[src/rtl/i2s_tx_arbiter.sv]
// i2s_tx_arbiter: round-robin owner of the I2S TX path, one buffered stereo word per frame.
// Define I2S_ARB_LOOPBACK_EN to send captured RX audio as the idle word.
`ifndef DATA_BIT
`define DATA_BIT 24
`endif

module i2s_tx_arbiter #(
    parameter int NUM_SRC      = 4,
    parameter int IDLE_TIMEOUT = 8
) (
    input  logic                          i_clk,
    input  logic                          i_reset_n,
    input  logic                          i_frame_tick,
    input  logic [NUM_SRC-1:0]            i_req,
    output logic [NUM_SRC-1:0]            o_gnt,
    input  logic [NUM_SRC*`DATA_BIT-1:0]  i_src_l,
    input  logic [NUM_SRC*`DATA_BIT-1:0]  i_src_r,
    input  logic [NUM_SRC-1:0]            i_src_valid,
    output logic [NUM_SRC-1:0]            o_src_ready,
    input  logic [`DATA_BIT-1:0]          i_rx_l,
    input  logic [`DATA_BIT-1:0]          i_rx_r,
    output logic [`DATA_BIT-1:0]          o_tx_l,
    output logic [`DATA_BIT-1:0]          o_tx_r,
    output logic                          o_tx_valid,
    output logic                          o_underrun,
    output logic [2:0]                    o_active_id
);
    localparam int DW = `DATA_BIT;
    localparam logic [2:0] LAST = 3'(NUM_SRC - 1);

    typedef enum logic [1:0] {S_IDLE, S_ARB, S_GRANTED, S_DRAIN} state_t;
    state_t r_state, w_next;

    logic [2:0]    r_gnt_id, r_rr_ptr, w_pick;
    logic [7:0]    r_miss;
    logic          r_buf_full, r_tx_valid, r_underrun;
    logic [DW-1:0] r_buf_l, r_buf_r, r_tx_l, r_tx_r;
    logic [DW-1:0] w_src_l [8];
    logic [DW-1:0] w_src_r [8];
    logic [7:0]    w_req, w_valid, w_onehot;
    logic          w_any, w_own, w_xfer, w_miss_hit, w_revoke, w_leave;
    logic [DW-1:0] w_idle_l, w_idle_r, w_word_l, w_word_r;

    // Sources are widened to 8 slots so a 3-bit id can index them directly.
    genvar g;
    for (g = 0; g < 8; g++) begin : g_src
        if (g < NUM_SRC) begin : g_on
            assign w_src_l[g] = i_src_l[g*DW +: DW];
            assign w_src_r[g] = i_src_r[g*DW +: DW];
        end else begin : g_off
            assign w_src_l[g] = '0;
            assign w_src_r[g] = '0;
        end
    end

    assign w_req      = 8'(i_req);
    assign w_valid    = 8'(i_src_valid);
    assign w_any      = |i_req;
    assign w_own      = (r_state == S_GRANTED) || (r_state == S_DRAIN);
    assign w_onehot   = 8'd1 << r_gnt_id;
    assign w_xfer     = (r_state == S_GRANTED) && !r_buf_full && w_valid[r_gnt_id];
    assign w_miss_hit = 9'(r_miss) + 9'd1 >= 9'(IDLE_TIMEOUT);
    assign w_revoke   = (r_state == S_GRANTED) && i_frame_tick && !r_buf_full && w_miss_hit;
    assign w_leave    = w_own && (w_next == S_IDLE);

    // Scanning backwards leaves the first requester at or after rr_ptr as the winner.
    always_comb begin
        w_pick = r_rr_ptr;
        for (int k = NUM_SRC - 1; k >= 0; k--)
            if (w_req[3'((int'(r_rr_ptr) + k) % NUM_SRC)]) w_pick = 3'((int'(r_rr_ptr) + k) % NUM_SRC);
    end

    always_ff @(posedge i_clk or negedge i_reset_n)
        if (!i_reset_n) r_state <= S_IDLE;
        else            r_state <= w_next;

    always_comb begin
        w_next = r_state;
        unique case (r_state)
            S_IDLE:    w_next = w_any ? S_ARB : S_IDLE;
            S_ARB:     w_next = w_any ? S_GRANTED : S_IDLE;
            S_GRANTED: w_next = w_revoke ? S_IDLE : (w_req[r_gnt_id] ? S_GRANTED : S_DRAIN);
            S_DRAIN:   w_next = i_frame_tick ? S_IDLE : S_DRAIN;
        endcase
    end

    always_comb begin
        o_gnt       = w_own ? w_onehot[NUM_SRC-1:0] : '0;
        o_src_ready = (r_state == S_GRANTED && !r_buf_full) ? w_onehot[NUM_SRC-1:0] : '0;
        o_active_id = w_own ? r_gnt_id : 3'd0;
    end

`ifdef I2S_ARB_LOOPBACK_EN
    assign w_idle_l = i_rx_l;
    assign w_idle_r = i_rx_r;
`else
    logic w_unused_rx;
    assign w_unused_rx = ^{i_rx_l, i_rx_r};
    assign w_idle_l    = '0;
    assign w_idle_r    = '0;
`endif

    assign w_word_l = w_own ? (r_buf_full ? r_buf_l : '0) : w_idle_l;
    assign w_word_r = w_own ? (r_buf_full ? r_buf_r : '0) : w_idle_r;

    // A sample accepted on the revoke cycle is dropped with the grant.
    always_ff @(posedge i_clk or negedge i_reset_n)
        if (!i_reset_n) begin
            r_gnt_id   <= '0;
            r_rr_ptr   <= '0;
            r_miss     <= '0;
            r_buf_full <= 1'b0;
            r_buf_l    <= '0;
            r_buf_r    <= '0;
            r_tx_valid <= 1'b0;
            r_underrun <= 1'b0;
            r_tx_l     <= '0;
            r_tx_r     <= '0;
        end else begin
            if (r_state == S_ARB) begin
                r_gnt_id <= w_pick;
                r_miss   <= '0;
            end else if (i_frame_tick && r_state == S_GRANTED && !r_buf_full)
                r_miss <= (r_miss == 8'hFF) ? r_miss : r_miss + 8'd1;
            else if (i_frame_tick && w_own && r_buf_full)
                r_miss <= '0;
            if (w_leave) r_rr_ptr <= (r_gnt_id == LAST) ? 3'd0 : r_gnt_id + 3'd1;
            r_buf_full <= (w_next == S_IDLE) ? 1'b0 : w_xfer ? 1'b1 : (i_frame_tick && w_own) ? 1'b0 : r_buf_full;
            if (w_xfer) begin
                r_buf_l <= w_src_l[r_gnt_id];
                r_buf_r <= w_src_r[r_gnt_id];
            end
            r_tx_valid <= i_frame_tick;
            r_underrun <= i_frame_tick && (r_state == S_GRANTED) && !r_buf_full;
            if (i_frame_tick) begin
                r_tx_l <= w_word_l;
                r_tx_r <= w_word_r;
            end
        end

    assign o_tx_l     = r_tx_l;
    assign o_tx_r     = r_tx_r;
    assign o_tx_valid = r_tx_valid;
    assign o_underrun = r_underrun;
endmodule

[config.mk]
export PLATFORM = sky130hd
export DESIGN_NAME = i2s_tx_arbiter
export DESIGN_NICKNAME = d
export VERILOG_FILES = /design/src/rtl/i2s_tx_arbiter.sv
export SDC_FILE = /design/constraint.sdc
export NUM_CORES = 1
export LEC_CHECK = 0
export ABC_CLOCK_PERIOD_IN_PS = 2100
export CAP_MARGIN = 20
export CORE_MARGIN = 2
export CORE_UTILIZATION = 42
export CTS_BUF_LIST = sky130_fd_sc_hd__clkbuf_2 sky130_fd_sc_hd__clkbuf_4 sky130_fd_sc_hd__clkbuf_8
export DETAILED_ROUTE_END_ITERATION = 12
export GPL_TIMING_DRIVEN = 0
export PLACE_DENSITY = 0.84
export SLEW_MARGIN = 0
export SYNTH_ARGS = -nofsm -noshare
export SYNTH_HDL_FRONTEND = slang
export SYNTH_SLANG_ARGS = --single-unit
[constraint.sdc]
create_clock -name i_clk -period 2.1 [get_ports i_clk]
set_input_delay 0.42 -clock i_clk [delete_from_list [all_inputs] [get_ports i_clk]]
set_output_delay 0.42 -clock i_clk [all_outputs]
set_load 0.1 [all_outputs]
==> metrics, run 1 <==
WL/cell about 17 µm; ys async rst share 100%; Worst Path Required between 1500 and 2000 ps; total power about 13 mW; CP Launch Type flip-flop; number of global-route vias before repair around 5600; via count approximately 5300; worst path cell trace nand2b_4 > nor3_4 > and2_4 > buf_12; Placed Area 9060 µm²; Synth area leader dfrtp_1; synth warn 0; Finish-stage setup viols 0; Seq cells post-synth ~120; cell family with most CP delay simple AND/OR/NAND/NOR gates; RSZ-0062 raised after global routing true; commonest non-fill, non-tap cells in the layout 201 x clkdlybuf4s50_1, 113 x dfrtp_1, 63 x nand2_1; Slew Viols, Final 0; Multi-input gate area roughly 3000 µm²; Final WS setup a little under 9 ps; IO Count about 310; Worst path slowest cell dfrtp_2; critical path class flip-flop to output port; die height between 100 and 150 µm; leading cell type in the layout, fill and taps excluded clkdlybuf4s50_1; DP Worst Slack -1200 ps; worst r2r src r_gnt_id[0]; Power Dens Cells between 1000 and 1500 nW/µm²; achievable frequency about 0.48 GHz; Max Cap Violations 0; Final period util 99.6%; port bufs between 200 and 300; area grow syn2layout 59.8%; syn nets approximately 770; Detailed Route WL between 15 and 20 mm; Die ar. between 15000 and 20000 µm²; Core ar. about 14000 µm²; Worst path max stage delay approximately 440 ps; htree depth 4; top post-synthesis cells by area dfrtp_1 47%, mux4_2 18%, mux2_2 7.3%; Die X ~120 µm; worst-margin pin slew ~1000 ps; Critical Path Fanout Max 4; DP HPWL 13.2 mm; Crit path depth 4; Post-synth EDFFs 0; clock slew at reported path FFs 70 ps; Total Nets Final approximately 1100; routed vias/inst slightly above 5; Final Non-Filler Cells between 1000 and 1500; setup TNS 0 ps; placed insts 964; Clock Path Buffers 2; Hold Path Class input pin to flip-flop; Avg Inst Size Synth around 12 µm²; sequential-to-total area share from yosys stat between 40% and 50%; Final ANT Viol Nets 0; DRC 0; R2R depth 7; Initial Util 42.6%; Primary FF master, synth dfrtp_1; Layout Skew ~8 ps; Storage cell area 2880 µm²; outcome completed; Cell variety after synth between 40 and 50; Tot GR Track Use 23.5%; CTS tree done; minimum clock period after layout around 2100 ps; Pleak roughly 4.1 nW; drt pass-1 iters 5; fin util between 60% and 70%; Post-Syn Area roughly 6100 µm²; Worst-Skew Late Latency 430 ps; CTS Buf Count 17; clk root buf clkbuf_8; Mapped Cells 516; Peak VDD IR between 0.6 and 0.7 mV; CP Capture Type output port; # rows 44; GR Overflow Total 0; RR Endpoint r_buf_r[1]; Yosys top cell area share a little under half; crit path capture o_src_ready[1]; worst path bufs/invs 1; max_slew headroom 33.9%; CP startpoint r_state[0]; detailed router's first-iteration violation count about 320; flop-to-flop setup slack approximately 60 ps; Clock Sinks between 100 and 150; largest net degree at the start of global routing about 70; Fin. Hold Viols 0; first-pass GRT wire length between 20 and 30 mm; RD Place Congestion 0.865; diode count 0; Worst Path Arrival ~1700 ps; worst hold slack 462 ps; cell area after layout between 9000 and 10000 µm²; antenna violations before repair 0; layout cell share with drive strength beyond 1 around 29%; FILL cells approximately 1100
kinds of logic (layout without fill, tap and decap cells):
family | count (synthesis) | count (layout) | synth area share, %
DFF | 115 | 115 | 46.8
and+or+nand+nor | 114 | 114 | 8.74
muxes | 100 | 100 | 28.0
AOI/OAI and AO/OA | 92 | 92 | 8.80
buffers and inverters | 89 | 403 | 6.37
adders and majority gates | 6 | 6 | 1.22
state kept, by name, summed over array words and instances (netlist names):
name        count
o_tx_l         24
r_buf_r        24
r_rr_ptr        3
o_tx_valid      1
r_miss          8
r_gnt_id        3
r_state         2
r_buf_full      1
r_buf_l        24
o_tx_r         24
o_underrun      1
what timing repair did:
item / in CTS / in global routing
setup buffers: 14 / 6
resized for setup: 201 / 67
hold buffers: 1 / 0
pin swaps: 0 / 4
endpoints found under the hold margin: 48 / 0
setup endpoints to repair: 119 / 93
cloned: 0 / 0
final cells by class:
| type | count | area share, % |
|---|---|---|
| clock buffer | 20 | 2.80 |
| inverter | 54 | 2.17 |
| multi-input combinational | 312 | 30.4 |
| sequential | 115 | 29.3 |
| tap | 184 | 2.35 |
| buffer | 33 | 2.43 |
| clock inverter | 12 | 1.82 |
| timing repair buffer | 284 | 28.7 |
synth_stat cells (2+ instances only):
library cell,count
a31oi_1,7
buf_1,2
nor2_1,9
nand2b_1,5
and2_1,10
buf_6,2
buf_2,10
nor3_1,3
buf_4,3
mux2_4,9
nand4_1,2
a21oi_1,8
clkbuf_2,2
nor4_1,2
o21ai_0,55
nor2b_1,4
mux4_2,50
nand3_1,8
o31ai_1,5
clkbuf_1,15
a41oi_1,2
dfrtp_1,115
nand2_1,63
mux2_2,40
inv_1,54
o22ai_1,3
ha_1,6
metal layers:
metal	part of all wire [%]	track usage [%]	routed length, µm	up-vias
met4	0.81	6.41	143	0
met2	52	40.7	9140	204
li1	-	-	-	2456
met3	6.2	5.91	1100	14
met1	41	29.6	7360	2592
met5	0	0	0	-
power breakdown:
group | internal, mW | switching [mW] | leakage [nW]
Clock | 1.39 | 0.935 | 0.233
Combinational | 3.15 | 3.77 | 2.34
Sequential | 2.96 | 0.445 | 1.48
Total | 7.49 | 5.15 | 4.05
worst min path at each step:
stage	endpoint	slack, ps	startpoint	cells after the start
after floorplan	o_tx_l[0]	120	i_reset_n	0
after global placement	o_tx_l[9]	450	r_buf_l[9]	2
after detailed placement	r_buf_r[11]	400	i_reset_n	1
after CTS	o_tx_valid	430	i_frame_tick	1
after global routing	o_tx_valid	440	i_frame_tick	1
final	o_tx_valid	460	i_frame_tick	1
Note: power is estimated with default switching activity, not from simulation.
==> run 2, diff against run 1 <==
CORE_UTILIZATION = 40   (was 42)
PLACE_DENSITY = 0.8   (was 0.84)
==> metrics, run 2 (synthesis results as in run 1) <==
Detailed Route WL 18.6 mm (was 17.7 mm); CTS tree done (unchanged); IO Count 312 (unchanged); hold_buf cts 0 (was 1); FILL cells 1161 (was 1099); Max Cap Violations 0 (unchanged); RD Place Congestion 0.800 (was 0.865); Power Dens Cells 1280 nW/µm² (was 1290 nW/µm²); DRC 0 (unchanged); placed insts 968 (was 964); DP Worst Slack -1230 ps (was -1200 ps); leading cell type in the layout, fill and taps excluded clkdlybuf4s50_1 (unchanged); Hold Path Class input pin to async pin (was input pin to flip-flop); antenna violations before repair 0 (unchanged); Storage cell area 2880 µm² (about the same); largest net degree at the start of global routing 66 (was 68); clk root buf clkbuf_8 (unchanged); first-pass GRT wire length 28.4 mm (was 28.8 mm); Die ar. 16400 µm² (was 15600 µm²); part of the power in combinational logic 54.8% (was 54.7%); Sequential Power Share 27.3% (was 26.9%); Tot GR Track Use 22.7% (was 23.5%); Final WS setup 4.33 ps (was 8.71 ps); Fin. Hold Viols 0 (unchanged); Clock Path Buffers 2 (unchanged); Worst-Skew Late Latency 430 ps (about the same); CTS Buf Count 17 (unchanged); DP HPWL 13.9 mm (was 13.2 mm); diode count 0 (unchanged); cell family with most CP delay buffers and inverters (was simple AND/OR/NAND/NOR gates); commonest non-fill, non-tap cells in the layout 201 x clkdlybuf4s50_1, 112 x dfrtp_1, 63 x nand2_1 (was 201 x clkdlybuf4s50_1, 113 x dfrtp_1, 63 x nand2_1); Clock Sinks 115 (unchanged); drt pass-1 iters 4 (was 5); achievable frequency 0.477 GHz (was 0.478 GHz); Worst Path Required 1680 ps (about the same); Clock power frac 17.9% (was 18.4%); # rows 45 (was 44); setup TNS 0 ps (unchanged); outcome completed (unchanged); Worst Path Arrival 1680 ps (was 1670 ps); fin util 64.4% (was 68.0%); die height 128 µm (was 125 µm); Die X 128 µm (was 125 µm); WL/cell 18.4 µm (was 17.5 µm); via count 5341 (was 5266); Peak VDD IR 0.585 mV (was 0.628 mV); Final period util 99.8% (was 99.6%); Core ar. 15100 µm² (was 14400 µm²); switching share of total power 41.1% (was 40.7%); Final ANT Viol Nets 0 (unchanged); CP most frequent cell buf_6; clock slew at reported path FFs 70 ps (about the same); Finish-stage setup viols 0 (unchanged); worst-margin pin slew 982 ps (was 995 ps); worst path bufs/invs 3 (was 1); Final Non-Filler Cells 1012 (was 1014); P_int 7.33 mW (was 7.49 mW); detailed router's first-iteration violation count 295 (was 318); Pleak 4.02 nW (was 4.05 nW); minimum clock period after layout 2100 ps (was 2090 ps); htree depth 4 (unchanged); RSZ-0062 raised after global routing true (unchanged); critical path class flip-flop to output port (unchanged); GR Overflow Total 0 (unchanged); Slew Viols, Final 0 (unchanged); Worst path max stage delay 420 ps (was 440 ps); layout cell share with drive strength beyond 1 28.6% (was 28.7%); worst path cell trace buf_6 > ha_2 > inv_2 > nor4_4 > buf_6 (was nand2b_4 > nor3_4 > and2_4 > buf_12); max_slew headroom 34.8% (was 33.9%); Critical Path Fanout Max 3 (was 4); Worst path slowest cell dfrtp_1 (was dfrtp_2); port bufs 263 (unchanged); Total Nets Final 1068 (was 1074); area grow syn2layout 58.2% (was 59.8%); number of global-route vias before repair 5539 (was 5575); Layout Skew 10.7 ps (was 7.98 ps); Initial Util 40.7% (was 42.6%); routed vias/inst 5.28 (was 5.19); CP Launch Type flip-flop (unchanged); CP Capture Type output port (unchanged); switching power 5.11 mW (was 5.15 mW); Multi-input gate area 3000 µm² (was 2980 µm²)
-- run 2: changes by cell type in the layout (fill, tap and decap cells not counted), sizes merged --
cell	change
clkinvlp	+2
bufinv	-1
buf	-8
clkinv	-4
dlygate4sd3	-1
clkbuf	+12
dlygate4sd2	-2
clkdlybuf4s15	-4
-- run 2: layout make-up --
cell class	instances	share of cell area [%]
multi-input cells	312	30.8
flip-flops and latches	115	29.7
repair buffers	278	27.8
clock buffers	23	3.19
plain buffers	33	2.56
well taps	188	2.42
inverters	54	2.21
clock inverters	9	1.29
-- run 2: power groups by stage --
stage / logic, mW / registers, mW / clock network [mW]
2_1_floorplan: 3.54 / 4.44 / 0
3_3_place_gp: 6.12 / 3.38 / 0
3_5_place_dp: 6.29 / 3.42 / 0
4_1_cts: 6.64 / 3.37 / 2.28
5_1_grt: 7.21 / 3.48 / 2.38
6_report: 6.82 / 3.39 / 2.23
-- run 2: metal layers --
metal / vias up / GRT usage [%] / wire [µm]
met3: 20 / 5.84 / 1290
met2: 233 / 40.2 / 9720
li1: 2441 / - / -
met4: 0 / 7.11 / 280
met5: - / 0 / 0
met1: 2647 / 27.3 / 7340
-- run 2: worst paths after layout --
kind	from	to	slack, ps	depth (start not counted)
setup / recovery	r_gnt_id[0]	o_src_ready[3]	4	5
hold / removal	i_reset_n	r_buf_r[11]	10	1
setup reg to reg	r_gnt_id[0]	r_buf_l[14]	70	7
hold reg to reg	r_buf_r[17]	o_tx_r[17]	480	2
max in group asynchronous	i_reset_n	o_tx_l[7]	1330	2
min in group i_clk	i_frame_tick	o_tx_valid	450	1
-- run 2: metrics by stage --
stage / hold slack, ps / power, mW / area [µm²]
after global routing: 37.5 / 13.1 / 9720
after detailed placement: 468 / 9.70 / 9060
after floorplan: 124 / 7.98 / 6170
final: 14.4 / 12.4 / 9720
after global placement: 455 / 9.50 / 9030
after CTS: 21.0 / 12.3 / 9660
-- run 2: repair_timing --
action                     4_1_cts  5_1_grt
setup endpoints to repair      121      102
hold endpoints to repair         0        0
pin swaps                        1        2
setup buffers                   12        2
resized for setup              182       94
